**config.mk**
```make
export PLATFORM = sky130hd
export DESIGN_NAME = div_seq32
export DESIGN_NICKNAME = d
export VERILOG_FILES = /design/src/rtl/div_seq32.sv
export SDC_FILE = /design/constraint.sdc
export NUM_CORES = 1
export LEC_CHECK = 0
export ABC_AREA = 1
export CAP_MARGIN = 40
export CORE_MARGIN = 2
export CORE_UTILIZATION = 50
export CTS_BUF_LIST = sky130_fd_sc_hd__clkbuf_4 sky130_fd_sc_hd__clkbuf_8
export DETAILED_ROUTE_END_ITERATION = 12
export PLACE_DENSITY = 0.71
export SLEW_MARGIN = 20
export SYNTH_ARGS = -nofsm -noshare
export SYNTH_HDL_FRONTEND = slang
export SYNTH_SLANG_ARGS = --single-unit
```
**constraint.sdc**
```tcl
create_clock -name clk -period 2.55 [get_ports clk]
set_input_delay 0.51 -clock clk [delete_from_list [all_inputs] [get_ports clk]]
set_output_delay 0.51 -clock clk [all_outputs]
set_load 0.01 [all_outputs]
```
**src/rtl/div_seq32.sv**
```systemverilog
// Sequential signed divider: radix-2 restoring division on operand magnitudes,
// one quotient bit per cycle, sign fix-up in a final cycle, one-cycle done pulse.
module div_seq32 #(
    parameter int WIDTH = 32
) (
    input  logic             clk,
    input  logic             rst_n,
    input  logic             start,
    input  logic [WIDTH-1:0] a,
    input  logic [WIDTH-1:0] b,
    output logic             busy,
    output logic             done,
    output logic [WIDTH-1:0] quotient,
    output logic [WIDTH-1:0] remainder,
    output logic             div_by_zero
);
    localparam int CW = $clog2(WIDTH);

    typedef enum logic [1:0] {IDLE, RUN, FIX} state_t;

    state_t           state;
    logic [CW-1:0]    cnt;
    logic [WIDTH:0]   rem;
    logic [WIDTH-1:0] dvd;
    logic [WIDTH-1:0] dsr;
    logic             sign_q;
    logic             sign_r;
    logic             dz;

    logic [WIDTH-1:0] a_mag, b_mag, q_fix, r_fix;
    logic [WIDTH:0]   rem_sh, trial;

    always_comb begin
        a_mag  = a[WIDTH-1] ? -a : a;
        b_mag  = b[WIDTH-1] ? -b : b;
        rem_sh = {rem[WIDTH-1:0], dvd[WIDTH-1]};
        trial  = rem_sh - {1'b0, dsr};
        q_fix  = sign_q ? -dvd : dvd;
        r_fix  = sign_r ? -rem[WIDTH-1:0] : rem[WIDTH-1:0];
    end

    always_ff @(posedge clk or negedge rst_n) begin
        if (!rst_n) begin
            state       <= IDLE;
            cnt         <= '0;
            rem         <= '0;
            dvd         <= '0;
            dsr         <= '0;
            sign_q      <= 1'b0;
            sign_r      <= 1'b0;
            dz          <= 1'b0;
            busy        <= 1'b0;
            done        <= 1'b0;
            quotient    <= '0;
            remainder   <= '0;
            div_by_zero <= 1'b0;
        end else begin
            case (state)
                IDLE: begin
                    done <= 1'b0;
                    if (start) begin
                        dvd    <= a_mag;
                        dsr    <= b_mag;
                        sign_q <= a[WIDTH-1] ^ b[WIDTH-1];
                        sign_r <= a[WIDTH-1];
                        dz     <= (b == '0);
                        cnt    <= CW'(WIDTH - 1);
                        busy   <= 1'b1;
                        // On divide-by-zero, |a| parked in rem makes the FIX sign
                        // restore reproduce the original dividend as the remainder.
                        if (b == '0) begin
                            rem   <= {1'b0, a_mag};
                            state <= FIX;
                        end else begin
                            rem   <= '0;
                            state <= RUN;
                        end
                    end
                end
                RUN: begin
                    if (!trial[WIDTH]) begin
                        rem <= trial;
                        dvd <= {dvd[WIDTH-2:0], 1'b1};
                    end else begin
                        rem <= rem_sh;
                        dvd <= {dvd[WIDTH-2:0], 1'b0};
                    end
                    cnt <= cnt - CW'(1);
                    if (cnt == '0) state <= FIX;
                end
                FIX: begin
                    quotient    <= dz ? '1 : q_fix;
                    remainder   <= r_fix;
                    div_by_zero <= dz;
                    done        <= 1'b1;
                    busy        <= 1'b0;
                    state       <= IDLE;
                end
                default: state <= IDLE;
            endcase
        end
    end
endmodule
```
# [Word-level counts from Yosys, hierarchy flattened]
# Index checks and enable logic that the tools add are counted.
[classes] n_addsub=6 n_eq_ne=4 mux=21 n_bitwise=1 n_reduce_logical=9
[op_table] cell="two-way mux 32 bit" n=9
[op_table] cell="negation 32 bit" n=4
[op_table] cell="case mux 32 bit (2 select lines)" n=2
[op_table] cell="subtractor 33 x 32 -> 33 bit" n=1
[op_table] cell="logical NOT 32 bit" n=1
[op_table] cell="case mux 5 bit (2 select lines)" n=1
[op_table] cell="AND reduction 2 bit" n=4
[op_table] cell="two-way mux 2 bit" n=3
[op_table] cell="logical NOT 5 bit" n=1
[op_table] cell="two-way mux 5 bit" n=1
[op_table] cell="subtractor 5 x 1 -> 5 bit (second input constant)" n=1
[op_table] cell="!= test 2 bit (second input constant)" n=2
[op_table] cell="case mux 1 bit (2 select lines)" n=2
[op_table] cell="case mux 2 bit (2 select lines)" n=1
[op_table] cell="nonzero test 2 bit" n=2
[op_table] cell="== test 2 x 1 -> 1 bit (second input constant)" n=1
[op_table] cell="== test 2 bit (second input constant)" n=1
[op_table] cell="logical NOT 2 bit" n=1
[op_table] cell="two-way mux 1 bit" n=2
[op_table] cell="XOR 1 bit" n=1
[totals] reg_bits=173

# [Logic depth before layout (Yosys ltp)]
[depth] ltp_word=5 depth_mapped=19 mapped_depth_nobuf=18

# [Worst setup path after synthesis]
# Ideal clock, no wire load.
[synth_path] kind="flip-flop to flip-flop" startpoint="reg dvd[31]" endpoint="reg rem[30]" arrival_time_ns=2.104 slack_ns=0.373 stages_incl_launch_ff=20 synth_period_minus_slack_ns=2.177 cell_sequence="dfrtp_1 inv_1 ha_1 fa_1 inv_1 nand2_1 nand2_1 nand3_1 nand2_2 nand2_1 nand2_2 nand2_2 nand2_2 nand2_2 nand2_4 buf_6 nand2_1 nand2_1 nand2_1 a21oi_2"
[synth_via] elab_chain_len=3
[synth_rtl] element="from (decl)" line_no="24" source="logic [WIDTH-1:0] dvd;"
[synth_rtl] element="from (signal assigned)" line_no="62" source="dvd <= a_mag;"
[synth_rtl] element="from (signal assigned)" line_no="83" source="dvd <= {dvd[WIDTH-2:0], 1'b1};"
[synth_rtl] element="from (signal assigned)" line_no="86" source="dvd <= {dvd[WIDTH-2:0], 1'b0};"
[synth_rtl] element="subtractor 33 x 32 -> 33 bit" line_no="37" source="trial = rem_sh - {1'b0, dsr};"
[synth_rtl] element="two-way mux 32 bit" line_no="81" source="if (!trial[WIDTH]) begin"
[synth_rtl] element="case mux 32 bit (2 select lines)" line_no="58" source="case (state)"
[synth_rtl] element="to (signal assigned)" line_no="72" source="rem <= {1'b0, a_mag};"
[synth_rtl] element="to (signal assigned)" line_no="82" source="rem <= trial;"
[synth_rtl] element="to (signal assigned)" line_no="85" source="rem <= rem_sh;"
[synth_rtl] element="to (decl)" line_no="23" source="logic [WIDTH:0] rem;"
# Every way passes these cells.
# A chain may end at the register's enable or synchronous reset.

# [Worst setup path after layout]
[layout_path] startpoint="reg rem[17]" endpoint="reg rem[27]"
[layout_via] elab_chain_len=3
[layout_rtl] element="subtractor 33 x 32 -> 33 bit" line_no="37"
[layout_rtl] element="two-way mux 32 bit" line_no="81"
[layout_rtl] element="case mux 32 bit (2 select lines)" line_no="58"
# Every way passes these cells.

==> impl_metrics.csv <==
group,metric,value,unit
timing,timing.fmax,409,MHz
placed_design,gp_congestion,0.994,
final_layout,num-fill-cells,2585,
critical_path,cpMaxStageDelayCell,"dfrtp_1",
timing,rsz0062_at_grt,"true",
global_routing,antenna_found_initial,0,
timing,setup_slack,0.103,ns
clock_tree,cts_buffers,17,
die,die_height,168,µm
drt,vias,14400,
clock_tree,worstSkewPairLatency,0.49,ns
die,dieArea,0.0283,mm²
critical_path,worstPathArrival,2.86,ns
die,ios,134,
power_and_ir_drop,ir_drop,1330,µV
critical_path,ff2ff_path_depth,15,
placed_design,dp_hpwl,35900,µm
synth,async_flop_share,100,%
final_layout,drive_above_1_share,10.7,%
final_layout,insertedDiodeCount,0,
critical_path,critPathMaxStageDelay,0.46,ns
die,coreArea,0.0267,mm²
drt,vias_per_cell,5.35,
synth,synth_top_area_share,32.1,%
power_and_ir_drop,pwr_density_cell,1470,mW/mm²
global_routing,grt_usage,31.6,%
synth,synth-edff-count,0,
hold_path,worstHoldPathCells,2,
run,cap_violations,0,
critical_path,crit_family,"simple AND/OR/NAND/NOR gates",
synth,netlist_area,0.0135,mm²
synth,seq_area_frac_synth,32.1,%
status,outcome,"complete, no violations",
timing,post-route-min-period,2.45,ns
clock_tree,cts_num_sinks,173,
die,dieWidth,168,µm
synth,ys_seq_elements,173,
timing,tns,0,ns
timing,report.final.slew_viol_count,0,
clock_tree,clk_path_buf_depth,2,
critical_path,crit_buf_inv,2,
timing,clock_skew,0.0228,ns
timing,relSlewSlack,53.9,%
clock_tree,cts-root-buf,"clkbuf_8",
drt,routedWlPerCell,16.6,µm
global_routing,grt_max_degree,85,
critical_path,worst-path-stages,15,
synth,ys_types,50,
synth,syn_avg_cell_area,6.43,µm²
die,start_util,50.4,%
hold_path,hold_class,"flip-flop to flip-flop",
power_and_ir_drop,total_leakage_power,8.49,nW
critical_path,crit_top_cell,"nand2_1",
drt,drt_pass1_iterations,5,
synth,synth_common_cells,"nand2_1, inv_1, nor2_1",
synth,syn-num-nets,2200,
global_routing,grt_pass1_wl,70400,µm
drt,detail_route.iter0.violations,1313,
placed_design,port_buffers,133,
placed_design,place_ws,-0.245,ns
critical_path,path_cells,"ha_1, buf_4, nand2_1, nor2_1, inv_1, nor2_1, and2_1, nand2_1, nand2_1, nand2_1, nand2_1, nand2_1, nand2_1, nand2_1, a21oi_2",
drt,routed_wl,44700,µm
clock_tree,clk_pin_slew,0.12,ns
final_layout,nNetsFinal,2436,
synth,ys.flop_type,"dfrtp_1",
critical_path,cp.required,2.97,ns
clock_tree,htree_num_levels,4,
drt,drc_errors,0,
timing,tightest_slew,0.691,ns
synth,yosysTopAreaCell,"dfrtp_1",
synth,ys_warn_count,0,
timing,setup_viol,0,
drt,ant_nets,0,
clock_tree,cts_tree,"yes",
die,num_rows,60,
global_routing,grt.overflow.total,0,
synth,synthTopCellsByArea,"dfrtp_1, nand2_1, inv_1",
critical_path,end_kind,"flip-flop",
timing,hold_viol,0,
final_layout,syn_to_final_growth,23.6,%
synth,syn_inst,2094,
critical_path,path_class,"flip-flop to flip-flop",
critical_path,crit_path_max_fanout,4,
global_routing,grt_pass1_vias,13200,
synth,yosys.cell_count.top_type,"nand2_1",
timing,post-route-period-util,95.9,%
critical_path,start_kind,"flip-flop",
-- cells in the final DEF, fill, tap and decap left out, types with 7 or more instances in the layout --
cell	netlist	layout
o21ai_0	121	120
nand2_2	13	14
dfrtp_1	173	173
buf_12	0	12
xnor2_1	10	10
xor2_1	63	63
ha_1	38	36
nand3_1	147	147
and2_1	7	7
buf_4	3	136
o31ai_1	7	7
nand4_1	19	19
clkbuf_8	0	17
a21oi_2	9	9
nor3_1	17	17
nor2_1	279	277
clkinv_8	0	8
a31oi_1	19	19
a21oi_1	113	113
inv_2	8	8
o211ai_1	10	10
nor2_2	9	10
nand2_1	568	567
a22oi_1	25	25
o22ai_1	8	8
clkdlybuf4s50_1	0	132
nand3b_1	7	7
inv_1	314	314
-- power breakdown --
| group | switching [mW] | total, mW | internal, mW |
|---|---|---|---|
| sequential | 1.11 | 5.18 | 4.07 |
| clock | 1.36 | 2.14 | 0.781 |
| combinational | 10.4 | 17.1 | 6.66 |
-- registers in the layout, indices dropped and copies added, names as in the netlist --
register and flops:
sign_r 1, quotient 32, rem 32, busy 1, remainder 32, dsr 32, done 1, dvd 32
div_by_zero 1, sign_q 1, state 2, cnt 5, dz 1
-- cells by family (layout without fill, tap and decap cells) --
family | count (synthesis) | after routing | share of synthesized area (%)
XOR/XNOR | 73 | 73 | 4.75
AND/OR/NAND/NOR | 1095 | 1095 | 34.4
flip-flops | 173 | 173 | 32.1
adder cells (fa/ha/maj) | 39 | 39 | 3.68
buffers and inverters | 390 | 639 | 11.4
AO/OA/AOI/OAI | 324 | 324 | 13.6
-- worst paths after layout --
kind	from	end	slack [ns]
worst max-delay path	rem[17]	rem[27]	0.10
worst min-delay path	remainder[31]	remainder[31]	0.49
worst max register to register	rem[17]	rem[27]	0.10
worst min register to register	remainder[31]	remainder[31]	0.49
max in group asynchronous	rst_n	dsr[23]	1.36
min in group asynchronous	rst_n	remainder[0]	0.52
-- through the flow --
stage	total power [mW]	instances	area [µm²]	hold WS (ns)	utilization, %
5_1_grt	26.7	2684	16600	0.511	62.3
6_report	24.4	2684	16600	0.493	62.3
3_3_place_gp	21.7	2649	16200	0.465	60.5
3_5_place_dp	22.0	2649	16200	0.469	60.5
2_1_floorplan	15.8	2094	13500	0.214	-
4_1_cts	24.2	2682	16600	0.498	62.2
-- tightest hold or removal path, stage by stage, from the launching register on --
cell,delay [ns]
dfrtp_1,0.36
nand2_1,0.05
nand2_1,0.05
-- area by class of cell --
| cell class | count | area, µm² | share of cell area [%] |
|---|---|---|---|
| Clock inverter | 15 | 209 | 1.26 |
| Tap cell | 341 | 427 | 2.56 |
| Clock buffer | 17 | 234 | 1.41 |
| Sequential cell | 173 | 4330 | 26.0 |
| Multi-Input combinational cell | 1531 | 7620 | 45.8 |
| Timing Repair Buffer | 282 | 2600 | 15.6 |
| Inverter | 325 | 1220 | 7.34 |
-- metal layers --
metal  GRT usage (%)  up-vias  wire (µm)
li1                -     7102          -
met1            45.7     6680      20800
met2            49.8      494      19600
met3            3.86       77       3080
met4            9.78        0       1230
met5               0        -          0
-- timing repair --
| action | CTS | global route |
|---|---|---|
| gates resized for setup | 0 | 5 |
| endpoints found under the hold margin | 46 | 0 |
| setup endpoints to repair | 0 | 27 |
| hold buffers | 1 | 0 |
| buffers inserted | 0 | 2 |
Note: power is estimated with default switching activity, not from simulation.
